--- config.mk ---
export PLATFORM = sky130hd
export DESIGN_NAME = buffer
export DESIGN_NICKNAME = d
export VERILOG_FILES = /design/src/rtl/buffer.sv
export SDC_FILE = /design/constraint.sdc
export NUM_CORES = 1
export LEC_CHECK = 0
export ABC_AREA = 1
export CORE_MARGIN = 3
export CORE_UTILIZATION = 65
export DETAILED_ROUTE_END_ITERATION = 7
export PLACE_DENSITY = 0.85
export SKIP_LAST_GASP = 1
export SYNTH_ARGS = -nofsm -noshare
export SYNTH_HDL_FRONTEND = slang
export SYNTH_SLANG_ARGS = --single-unit
--- constraint.sdc ---
create_clock -name clk -period 3.8 [get_ports clk]
set_input_delay 1.14 -clock clk [delete_from_list [all_inputs] [get_ports clk]]
set_output_delay 1.14 -clock clk [all_outputs]
set_load 0.1 [all_outputs]
--- src/rtl/buffer.sv ---
// First-word-fall-through FIFO between the sample-capture front end and
// downstream processing; head word is always presented on data_out.
module buffer #(
  parameter int unsigned WIDTH = 9,
  parameter int unsigned DEPTH = 16
) (
  input  logic             clk,
  input  logic             rst,
  input  logic [WIDTH-1:0] data_in,
  input  logic             data_in_valid,
  output logic             data_in_ack,
  output logic [WIDTH-1:0] data_out,
  output logic             data_out_valid,
  input  logic             data_out_read
);

  localparam int unsigned AW = $clog2(DEPTH);
  localparam logic [AW:0] CNT_FULL = (AW+1)'(DEPTH);

  logic [WIDTH-1:0] mem_q [DEPTH];
  logic [AW-1:0]    wptr_q, wptr_d;
  logic [AW-1:0]    rptr_q, rptr_d;
  logic [AW:0]      cnt_q, cnt_d;
  logic             ack_q, ack_d;
  logic             do_wr, do_rd;

  // A full FIFO refuses the write even when a pop happens on the same edge.
  assign do_wr = data_in_valid && (cnt_q != CNT_FULL);
  assign do_rd = data_out_read && (cnt_q != '0);

  always_comb begin
    wptr_d = wptr_q;
    rptr_d = rptr_q;
    cnt_d  = cnt_q;
    ack_d  = do_wr;
    if (do_wr) wptr_d = wptr_q + 1'b1;
    if (do_rd) rptr_d = rptr_q + 1'b1;
    unique case ({do_wr, do_rd})
      2'b10:   cnt_d = cnt_q + 1'b1;
      2'b01:   cnt_d = cnt_q - 1'b1;
      default: cnt_d = cnt_q;
    endcase
  end

  always_ff @(posedge clk or posedge rst) begin
    if (rst) begin
      wptr_q <= '0;
      rptr_q <= '0;
      cnt_q  <= '0;
      ack_q  <= 1'b0;
    end else begin
      wptr_q <= wptr_d;
      rptr_q <= rptr_d;
      cnt_q  <= cnt_d;
      ack_q  <= ack_d;
    end
  end

  always_ff @(posedge clk) begin
    if (do_wr) mem_q[wptr_q] <= data_in;
  end

  assign data_in_ack    = ack_q;
  assign data_out_valid = (cnt_q != '0);
  assign data_out       = data_out_valid ? mem_q[rptr_q] : '0;

endmodule

# After elaboration in Yosys (flattened, before gate mapping)
# Memories as Yosys holds them, arrays and structs flattened.
# Cells that the tools add are included.
# word_totals
in_bits	13
rom_bits	0
mem_count	1
regBits	14
mem_bits_rw	144
latch_bits	0
# classes
magnitude_cmp	0
n_bitwise	0
div	0
multipliers	0
reduce_logical	4
eq_ne	3
shifts	0
add_sub_neg	4
n_mux	4
# memory_table
memory	depth	width	rd	rd_ports_with_merged_regs	wr	line	text
mem_q	16	9	1	0	1	20	logic [WIDTH-1:0] mem_q [DEPTH];
# ops
cell	count
5-bit case mux with 2 select lines	1
9-bit two-way mux	1
4-bit by 1-bit adder with 4-bit output (second input constant)	2
5-bit by 1-bit adder with 5-bit output (second input constant)	1
5-bit inequality test (second input constant)	1
5-bit nonzero test	1
5-bit by 1-bit subtractor with 5-bit output (second input constant)	1
2-bit by 1-bit == test with 1-bit output (second input constant)	1
2-bit == test (second input constant)	1
1-bit logical AND	2
1-bit two-way mux	2
2-bit nonzero test	1

# Depth between registers and ports, before layout
# Gate-level depths: netlist of run 1.
# depth
ltp_word	4
depth_mapped	15

# Worst setup path before layout of run 1
# Ideal clock, no wire load.
# synth_path
kind	reg2out
startpoint	reg rptr_q[0]
endpoint	out data_out[3]
n_path_buf	1
arrival_ps	2453
path_slack_ps	207
stages_incl_launch_ff	9
required_time_ps	2660
cell_sequence	dfrtp_1 inv_2 buf_2 nand2_1 nand3_1 nand3_1 nand2_1 nand2_1 a21oi_1
# synth_between
elab_chain_cells	2
# synth_rtl
element	line	text
start, declared	22	logic [AW-1:0] rptr_q, rptr_d;
start signal, assigned	53	rptr_q <= rptr_d;
memory read 16 x 9 bit	n/a	
9-bit two-way mux	65	assign data_out = data_out_valid ? mem_q[rptr_q] : '0;
end, declared	12	output logic [WIDTH-1:0] data_out,
# Every way passes these cells.

# Worst setup path after layout of run 1
# layout_path
startpoint	reg rptr_q[1]
endpoint	out data_out[1]
# Same word-level chain as after synthesis.

==> results of run 1 <==
==> cell usage after synthesis, types with 4 or more instances <==
library cell,count,area (um^2)
sky130_fd_sc_hd__buf_2,15,75.07
sky130_fd_sc_hd__o21ai_0,5,25.02
sky130_fd_sc_hd__nand3_1,118,590.6
sky130_fd_sc_hd__inv_1,14,52.55
sky130_fd_sc_hd__inv_2,4,15.01
sky130_fd_sc_hd__nand2_1,210,788.3
sky130_fd_sc_hd__ha_1,9,112.6
sky130_fd_sc_hd__nor2_1,16,60.06
sky130_fd_sc_hd__buf_4,5,37.54
sky130_fd_sc_hd__xor2_1,7,61.31
sky130_fd_sc_hd__dfrtp_1,14,350.3
sky130_fd_sc_hd__a21oi_1,10,50.05
sky130_fd_sc_hd__buf_6,7,78.83
sky130_fd_sc_hd__edfxtp_1,144,4324
==> power breakdown <==
group	switching, mW	leakage [nW]	internal, mW
logic	2.31	1.26	0.994
registers	0.142	1.47	2.12
clock network	0.676	0.267	0.934
total	3.13	2.99	4.05
==> final timing paths <==
check	start	endpoint	slack, ps	depth (start not counted)
hold / removal	cnt_q[3]	cnt_q[3]	580	2
setup reg to reg	cnt_q[0]	cnt_q[4]	1290	15
max in group asynchronous	rst	rptr_q[0]	2340	2
hold reg to reg	cnt_q[3]	cnt_q[3]	580	2
setup / recovery	rptr_q[1]	data_out[1]	140	7
min in group asynchronous	rst	wptr_q[0]	1010	2
==> what timing repair did <==
item                                    CTS  global route
endpoints found under the setup margin    0             7
resized for setup                         0             3
hold endpoints to repair                  0             0
buffers inserted                          0             0
hold buffers                              0             0
==> worst register-to-register path, stage by stage (launching register included) <==
cell and delay [ps]:
sky130_fd_sc_hd__dfrtp_1 460, sky130_fd_sc_hd__nor2_4 140, sky130_fd_sc_hd__nand3_2 80, sky130_fd_sc_hd__nor2_4 280, sky130_fd_sc_hd__inv_2 100, sky130_fd_sc_hd__nand2_4 90, sky130_fd_sc_hd__inv_4 70, sky130_fd_sc_hd__ha_1 270
sky130_fd_sc_hd__xor2_1 240, sky130_fd_sc_hd__ha_1 200, sky130_fd_sc_hd__a21o_1 120, sky130_fd_sc_hd__nand3_1 110, sky130_fd_sc_hd__nand2_1 80, sky130_fd_sc_hd__nand2_1 50, sky130_fd_sc_hd__nand3_1 70, sky130_fd_sc_hd__nand2_1 50
==> through the flow <==
| step | hold WS, ps | util | area, um^2 | total power [mW] |
|---|---|---|---|---|
| floorplan | 533.8 | - | 6769 | 4.535 |
| global placement | 566.2 | 0.7259 | 7226 | 5.419 |
| detailed placement | 565.5 | 0.7259 | 7226 | 5.531 |
| CTS | 577.3 | 0.7823 | 7787 | 7.140 |
| global route | 626.2 | 0.7829 | 7794 | 7.483 |
| finish | 583.1 | 0.7829 | 7794 | 7.179 |
==> logic make-up after synthesis <==
kind of cell,share of synthesized area
AND/OR/NAND/NOR,0.2250
buffers and inverters,0.04085
adder cells (fa/ha/maj),0.01664
AO/OA/AOI/OAI,0.01534
flip-flops,0.6906
XOR/XNOR,0.01165
==> final cells by class <==
type,instances,area share
inverters,20,0.01027
repair buffers,46,0.06309
multi-input cells,392,0.2333
clock inverters,14,0.01846
flip-flops and latches,158,0.5999
clock buffers,18,0.05362
well taps,133,0.02135
==> sequential cells by signal (all words and copies together) (netlist names) <==
signal       cells
cnt_q            5
data_in_ack      1
mem_q          144
rptr_q           4
wptr_q           4
==> per-layer routing <==
layer / track usage / wire length (um) / up-vias
li1: - / - / 2137
met1: 0.3786 / 5797 / 2303
met2: 0.4911 / 8081 / 318
met3: 0.05910 / 1540 / 48
met4: 0.1262 / 571 / 0
met5: 0 / 0 / -
==> out/qor.yml, run 1 <==
detailed_routing:
  vias: 4806
  drc_errors: 0
  ant_nets: 0
  drt_iter0_markers: 608
  drt_first_pass_iters: 5
  routed_via_density: 6.154
  drt-total-wl_mm: 15.99
  wl_per_cell_um: 20.47
final_layout:
  final.fill_count: 600
  area_occupied_by_registers_um2: 4676
  area_occupied_by_multi_input_gates_um2: 1818
  n_antenna_cell: 0
  area.growth.synth_to_final_pct: 15.14
  finalNetCount: 657
  mostFrequentLayoutCell: "sky130_fd_sc_hd__nand2_1"
  fin_cells: 781
  final_layout_size_suffix_gt1_frac: 0.1188
  layout_common_cells: "210 x sky130_fd_sc_hd__nand2_1, 144 x sky130_fd_sc_hd__edfxtp_1, 118 x sky130_fd_sc_hd__nand3_1"
pwr:
  leakage_nw: 2.995
  peakVddDrop_mv: 0.9720
  cell_area_power_density_nw_per_um2: 921.1
grt:
  grt_start_max_net_pins: 54
  initial_antenna_violation_count: 0
  grt_pass1_vias: 4707
  global_route_usage_over_all_layers: 0.2941
  globalRoute.totalOverflow: 0
  grt_first_pass_wirelength_mm: 24.99
placement:
  port_buffers: 23
  dp.cells: 749
  placement.setup.worst_slack_ps: 593.0
  hpwl_mm: 9.855
  gp_routability_congestion: 0.8694
worst_setup_path:
  setup.worst_path.class: "flop to output port"
  worst_path_max_delay_cell: "sky130_fd_sc_hd__dfrtp_1"
  data_required_time_at_the_worst_endpoint_ps: 2660
  critical_path.max_fanout: 37
  crit_chain: "inv_4 -> nand3_1 -> nand3_1 -> nand2_1 -> nand2_1 -> a21oi_1 -> buf_12"
  startpoint_type: "flop"
  critPathCaptureType: "output port"
  crit_family: "flip-flops"
  cp.buffers_inverters: 2
  critical_path.max_stage_delay_ps: 610
  arrival_ps: 2520
logic_synthesis:
  synth_area_per_cell_um2: 11.32
  synth.yosys.seq_area_share: 0.6906
  syn_inst: 598
  synth-main-ff-cell: "sky130_fd_sc_hd__edfxtp_1"
  syn-cell-area_um2: 6769
  synth-async-reset-ratio: 0.08861
  syn_nets: 620
  synth.ff_latch_count: 158
  synth-edff-count: 144
  synthesis.yosys.warnings: 0
  synth.lib_cells_used.distinct: 28
worst_hold_path:
  worst_hold_path_type: "flop to flop"
floorplan:
  core_area_um2: 9955
  floorplan.initialDensity: 0.6800
  number_of_primary_i_o_pins: 24
  die_area_um2: 11670
  rows: 36
  die-height_um: 108.1
  die-width_um: 108.1
timing:
  slew_viol_final: 0
  finalSetupViolations: 0
  fin_crit_sh: 0.9629
  worst_clock_skew_ps: 6.296
  final.setup.worst_slack_ps: 141.2
  period_needed_ps: 3659
  clock.fmax_mhz: 273.3
  grt_setup_unrepaired: "false"
  final-hold-violation-count: 0
  tns_ps: 0
  max-slew-margin-rel: 0.5619
  worstMarginPinSlew_ps: 653.2
clock_network:
  clock_tree.root_cell: "sky130_fd_sc_hd__clkbuf_8"
  cts_made_buffers: 17
  cts_tree: "yes"
  number_of_h_tree_levels: 4
  clock-sinks: 158
  clk_pin_slew_worst_paths_ps: 60
  worstSkewPairLatency_ps: 530
  clock_tree.buffer_depth: 2
job:
  max-cap-violations: 0
outcome:
  outcome: "completed"
Power figures use the tool's default switching activity.
==> run 2, diff against run 1 <==
TNS_END_PERCENT = 100   (was unset)
==> results of run 2 <==
The final DEF is identical to that of run 1; final timing and power are the same.
